--- config.mk ---
export PLATFORM = sky130hd
export DESIGN_NAME = gcd_binary
export DESIGN_NICKNAME = d
export VERILOG_FILES = /design/src/rtl/gcd_binary.sv
export SDC_FILE = /design/constraint.sdc
export NUM_CORES = 1
export LEC_CHECK = 0
export BUFFER_PORTS_ARGS = -buffer_cell sky130_fd_sc_hd__clkbuf_2
export CAP_MARGIN = 20
export CORE_MARGIN = 5
export CORE_UTILIZATION = 60
export DETAILED_ROUTE_END_ITERATION = 8
export PLACE_DENSITY_LB_ADDON = 0.25
export SYNTH_ARGS = -nofsm -noshare
export SYNTH_HDL_FRONTEND = slang
export SYNTH_SLANG_ARGS = --single-unit
--- constraint.sdc ---
create_clock -name clk -period 3.5 [get_ports clk]
set_input_delay 0.7 -clock clk [delete_from_list [all_inputs] [get_ports clk]]
set_output_delay 0.7 -clock clk [all_outputs]
set_load 0.02 [all_outputs]
--- src/rtl/gcd_binary.sv ---
// Binary (Stein) GCD unit with start/ready handshake; shift/subtract only.
// Optional busy-cycle counter on the cycles port when GCD_CYCLES_EN is defined.
module gcd_binary #(
  parameter int WIDTH = 8
) (
  input  logic             clk,
  input  logic             nrst,
  input  logic             start,
  input  logic [WIDTH-1:0] ina,
  input  logic [WIDTH-1:0] inb,
  output logic             ready,
  output logic [WIDTH-1:0] out
`ifdef GCD_CYCLES_EN
  ,
  output logic [15:0]      cycles
`endif
);
  localparam int KW = $clog2(WIDTH);

  typedef enum logic [1:0] {IDLE, CHECK, ODD, LOOP} state_t;

  state_t           state_q, state_d;
  logic [WIDTH-1:0] a_q, a_d, b_q, b_d, out_q, out_d;
  logic [KW-1:0]    k_q, k_d;
  logic             ready_q, ready_d;

  always_comb begin
    state_d = state_q;
    a_d     = a_q;
    b_d     = b_q;
    k_d     = k_q;
    out_d   = out_q;
    ready_d = ready_q;
    case (state_q)
      IDLE: begin
        if (start) begin
          a_d     = ina;
          b_d     = inb;
          k_d     = '0;
          ready_d = 1'b0;
          state_d = CHECK;
        end
      end
      CHECK: begin
        if (a_q == '0) begin
          out_d   = b_q << k_q;
          ready_d = 1'b1;
          state_d = IDLE;
        end else if (b_q == '0) begin
          out_d   = a_q << k_q;
          ready_d = 1'b1;
          state_d = IDLE;
        end else if (!a_q[0] && !b_q[0]) begin
          a_d = a_q >> 1;
          b_d = b_q >> 1;
          k_d = k_q + KW'(1);
        end else begin
          state_d = ODD;
        end
      end
      ODD: begin
        if (!a_q[0]) a_d = a_q >> 1;
        else         state_d = LOOP;
      end
      LOOP: begin
        // a stays odd here, so b==0 means a holds the odd part of the gcd
        if (b_q == '0) begin
          out_d   = a_q << k_q;
          ready_d = 1'b1;
          state_d = IDLE;
        end else if (!b_q[0]) begin
          b_d = b_q >> 1;
        end else if (a_q > b_q) begin
          a_d = b_q;
          b_d = a_q - b_q;
        end else begin
          b_d = b_q - a_q;
        end
      end
      default: state_d = IDLE;
    endcase
  end

  always_ff @(posedge clk or negedge nrst) begin
    if (!nrst) begin
      state_q <= IDLE;
      a_q     <= '0;
      b_q     <= '0;
      k_q     <= '0;
      out_q   <= '0;
      ready_q <= 1'b1;
    end else begin
      state_q <= state_d;
      a_q     <= a_d;
      b_q     <= b_d;
      k_q     <= k_d;
      out_q   <= out_d;
      ready_q <= ready_d;
    end
  end

  assign ready = ready_q;
  assign out   = out_q;

`ifdef GCD_CYCLES_EN
  logic [15:0] cyc_q, cyc_d;

  always_comb begin
    cyc_d = cyc_q;
    if (state_q == IDLE) begin
      if (start) cyc_d = '0;
    end else if (cyc_q != 16'hFFFF) begin
      cyc_d = cyc_q + 16'd1;
    end
  end

  always_ff @(posedge clk or negedge nrst) begin
    if (!nrst) cyc_q <= '0;
    else       cyc_q <= cyc_d;
  end

  assign cycles = cyc_q;
`endif

endmodule

After elaboration in Yosys (flattened, before gate mapping)
Index checks and enable logic that the tools add are counted.

operators by class
  reduce and logical (&&, ||, !) cells = 15
  div/mod/pow operators = 0
  shift-type cells = 2
  $lt $le $gt $ge = 1
  equal/unequal tests = 14
  $mul = 0
  bitwise operators = 0
  multiplexer cells = 36
  $add $sub $neg = 3

operator list
  cell                 number
  $mux 8               17
  $pmux 8 s4           1
  $pmux 8 s3           1
  $ne 2x2->1 const B   10
  $logic_not 8->1      2
  $pmux 8 s2           1
  $shl 8x3->8          2
  $sub 8x8->8          2
  $mux 2               6
  $mux 3               4
  $gt 8x8->1           1
  $pmux 2 s4           1
  $reduce_and 8->1     1
  $reduce_and 7->1     1
  $pmux 3 s2           1
  $reduce_and 6->1     1
  $reduce_and 5->1     1
  $eq 2x2->1 const B   2
  $ne 4x4->1 const B   1
  $reduce_and 4->1     1
  $reduce_bool 2->1    2
  $add 3x1->3 const B  1
  $mux 1               3
  $pmux 1 s3           1
  6 further kinds      7

word-level totals
  bits in writable memories = 0
  output and inout bits = 9
  flip-flop bits (word level) = 30
  memories kept = 0
  bits in read-only memories = 0
  logic and storage cells = 78
  input port bits = 19
  latch bits = 0

Depth between registers and ports, before layout
  word-level depth = 6
  mapped depth = 14
  mapped depth without buffers = 11

Worst setup path before layout
OpenSTA, ideal clock, no wires.

  path kind = reg2reg
  start point = register a_q[0]
  end point = register b_q[6]
  required time = 3.368 ns
  library setup time = 0.132 ns
  arrival time = 2.597 ns
  period minus slack after synthesis = 2.730 ns
  cell stages (with the launch flop) = 14
  buffers on the path = 2
  setup slack = 0.770 ns
  cell sequence = dfrtp_1 -> buf_2 -> inv_1 -> ha_1 -> inv_1 -> fa_1 -> a211oi_2 -> nor3_2 -> o31a_1 -> buf_6 -> a2111oi_4 -> a21oi_1 -> xnor2_1 -> a31oi_1

on the way
  longest elaborated chain between the ends = 5
  elaborated cells on any way between the ends = 13
  those cells by class = add/sub: 2; order compare: 1; eq/ne: 2; mux: 4; reduce/logical: 4

RTL lines
  item                                 line  source
  start: declaration                   23    logic [WIDTH-1:0] a_q, a_d, b_q, b_d, out_q, out_d;
  start signal: assignment             87    a_q <= '0;
  start signal: assignment             94    a_q <= a_d;
  $sub 8x8->8 (tied with other cells)  77    b_d = b_q - a_q;
  $mux 8                               73    end else if (a_q > b_q) begin
  $mux 8                               71    end else if (!b_q[0]) begin
  $mux 8                               67    if (b_q == '0) begin
  $pmux 8 s3                           34    case (state_q)
  end signal: assignment               88    b_q <= '0;
  end signal: assignment               95    b_q <= b_d;
  end: declaration                     23

Several ways; a longest one is shown, not always the timed one. The select of a mux whose other input is x is not followed.
A chain may end at the register's enable or synchronous reset.

Worst setup path in the final report
  start point = register a_q[3]
  end point = register a_q[7]

on the way
  longest elaborated chain between the ends = 3
  elaborated cells on any way between the ends = 5
  those cells by class = order compare: 1; eq/ne: 2; reduce/logical: 2

RTL lines
  item                                           line
  $gt 8x8->1 or $logic_not 8->1 (tied branches)  73, 45
  $ne 2x2->1 (no line)                           -
  $reduce_and 8->1 (no line) *                   -

Every way passes the cells marked *; elsewhere a longest branch is shown, timed or not.

==> summary.txt <==
Setup path
  • Critical Setup Path Class: register to register
  • CP max-delay cell: a211oi_4
  • End of the critical path: a_q[7]$_DFFE_PN0P_
  • CP Launch Type: register
  • End of the worst register-to-register path: a_q[7]$_DFFE_PN0P_
  • Worst setup path start: a_q[3]$_DFFE_PN0P_
  • Worst r2r src: a_q[3]$_DFFE_PN0P_
  • Worst-case reg-to-reg path depth: 8
  • Crit-path leading delay family: compound AO/OA/AOI/OAI gates
  • Worst path max stage delay: 630 ps
  • CP max FO: 14
  • R2R Setup Slk: 470 ps
  • Crit. End Element: register
  • Cell depth of the worst setup path: 8
  • Critical path cell sequence: inv_1 -> ha_1 -> o21ai_2 -> nor3_2 -> o31a_1 -> a21oi_2 -> a211oi_4 -> a31oi_1
  • CP Buf/Inv Count: 1
  • WP data arrival: 3170 ps
  • Critical path required time: 3640 ps

Floorplan
  • Core Area: 4661 sq um
  • Die H: 78.94 um
  • Boundary pin count: 28
  • Initial Utilization: 61.18%
  • Core Rows: 25
  • Die ar.: 6232 sq um
  • Die width: 78.94 um

Global route
  • First-pass GRT wire length: 13.17 mm
  • Vias in the first global route: 2720
  • Initial antenna violation count: 0
  • Total GRT Usage: 26.82%
  • Largest net degree at the start of global routing: 31
  • GRT overflow: 0

Flow run
  • MaxCap Viol Count: 0

Logic synthesis
  • Post-synthesis cell type count: 63
  • Yosys reg bits: 30
  • Sequential fraction of the synthesis area: 26.37%
  • Synth warn: 0
  • Net Count, Synth: 388
  • Synthesized area: 2851 sq um
  • Synth Flop Type: dfrtp_1
  • Mapped Cells: 350
  • Avg Synthesized Cell Area: 8.147 sq um
  • Post-synth EDFFs: 0
  • Top-count cell post-synth: nor2_1
  • Largest cells by area after synthesis: dfrtp_1 (25%), ha_1 (7.5%), nor2_1 (5.5%)
  • Yosys top cell by area: dfrtp_1
  • Ys async rst share: 100.0%
  • Share of the synthesized area in the top cell type: 25.45%
  • Synth top cells by count: nor2_1 (42), nand2_1 (33), dfrtp_1 (29)

Timing
  • Final setup fails: 0
  • F_max: 0.3298 GHz
  • Crit path time final: 3032 ps
  • Skew final: 12.42 ps
  • Post-route setup TNS: 0 ps
  • RSZ-0062 raised after global routing: no
  • Fin crit share: 86.63%
  • Worst hold slack: 456.7 ps
  • Fin. max-slew vios: 0
  • Worst slew pin tran: 846.6 ps
  • Final hold vios: 0
  • Headroom to the max-slew limit: 43.56%

Clocking
  • Post-CTS Setup Bufs: 0
  • H-tree depth: 2
  • CTS Sinks: 30
  • Hold-fix buffers, CTS: 0
  • Clock Path Buffers: 2
  • CTS buffer count: 5
  • Worst-path clk slew: 80 ps
  • CTS resizes: 0
  • CTS tree: done
  • Skew-Pair Late Insertion Delay: 300 ps
  • Clk root buf: clkbuf_8

Routing
  • Wire per inst: 18.73 um
  • Post-DRT Antenna Nets: 0
  • Pre-antenna DRT Iters: 5
  • Iteration-0 DRC Markers: 339
  • Via count: 2748
  • Total routed wirelength: 7.943 mm
  • Via-per-instance ratio: 6.481
  • DRC viols: 0

Placed design
  • Buffers on Ports: 27
  • Placer congestion estimate: 0.9699
  • DP HPWL: 6.028 mm

Run status
  • Status: finished clean

Power
  • Peak supply drop: 532.2 uV
  • Cell Pwr Density: 1030 nW/um^2
  • Leakage: 1.315 nW

Cells and area
  • Fillers: 392
  • Nets@finish: 407
  • N_diodes: 0
  • Layout cells sized above 1: 17.84%
  • Syn-to-layout area delta: 8.030%

Min path
  • Startpoint of the worst hold path: ready$_DFFE_PN1P_
  • Worst hold path class: register to register
## worst min-delay path by stage
stage | end | slack, ps | cells after the start
2_1_floorplan | async pin | 400 | 0
3_5_place_dp | ready$_DFFE_PN1P_ | 450 | 2
6_report | ready$_DFFE_PN1P_ | 460 | 2
5_1_grt | ready$_DFFE_PN1P_ | 510 | 2
4_1_cts | ready$_DFFE_PN1P_ | 460 | 2
3_3_place_gp | ready$_DFFE_PN1P_ | 450 | 2
## cell type report
class	instances	area, sq um	share of cell area, %
multi-input cells	277	1899	61.66
flip-flops and latches	30	752.0	24.41
repair buffers	34	187.7	6.093
clock buffers	6	82.58	2.681
inverters	21	78.83	2.559
well taps	54	67.56	2.193
clock inverters	2	12.51	0.4062
## layout by cell type, fill, tap and decap left out, drive strengths merged, types with 3 or more instances in the layout
cell	n
mux4	5
a211oi	7
nor2b	4
nor4	5
o211ai	3
buf	7
dfrtp	29
nor3	6
inv	21
o22ai	12
xnor2	4
nor2	44
clkbuf	33
a31oi	8
a21o	3
nand2	37
o21bai	4
ha	17
a21oi	29
mux2i	12
o21ai	33
nand3	5
and2	3
o221ai	4
## through the flow
step	power, mW	util (%)	setup slack (ps)	cells	instance area, sq um
floorplan	2.383	-	770.4	350	2851
global placement	2.779	64.05	687.3	416	2985
detailed placement	2.820	64.05	530.5	416	2985
CTS	3.131	66.09	524.3	424	3080
global route	3.433	66.09	268.4	424	3080
finish	3.174	66.09	468.0	424	3080
## routing by layer
layer / vias to the layer above / global-route usage, % / part of all wire [%]
met5: - / 0 / 0
met4: 0 / 12.54 / 4.1
met3: 35 / 3.515 / 6.2
met2: 128 / 44.65 / 47
met1: 1275 / 34.63 / 42
li1: 1310 / - / -
## logic make-up after synthesis
family / count (synthesis) / share of synthesized area, %
multiplexers: 18 / 8.557
AND/OR/NAND/NOR: 113 / 18.52
flip-flops: 30 / 26.37
buffers and inverters: 43 / 7.021
AO/OA/AOI/OAI: 122 / 29.14
adder cells (fa/ha/maj): 19 / 8.863
XOR/XNOR: 5 / 1.536
## state kept, by name (all words and copies together) (netlist names), named ones only
name	count
a_q	8
b_q	8
out	8
k_q	3
ready	1
state_q	1
## worst reg2reg max path: cells and delay by family, from the launching register on
kind,cells,cell delay (ps)
compound gates,5,1570
fa+ha+maj,1,460
buf+inv,1,120
flops,1,450
simple gates,1,270
## where the power goes
group | switching, mW | internal [mW]
clock | 0.151 | 0.158
combinational | 1.22 | 0.893
sequential | 0.254 | 0.495
Power figures use the tool's default switching activity.
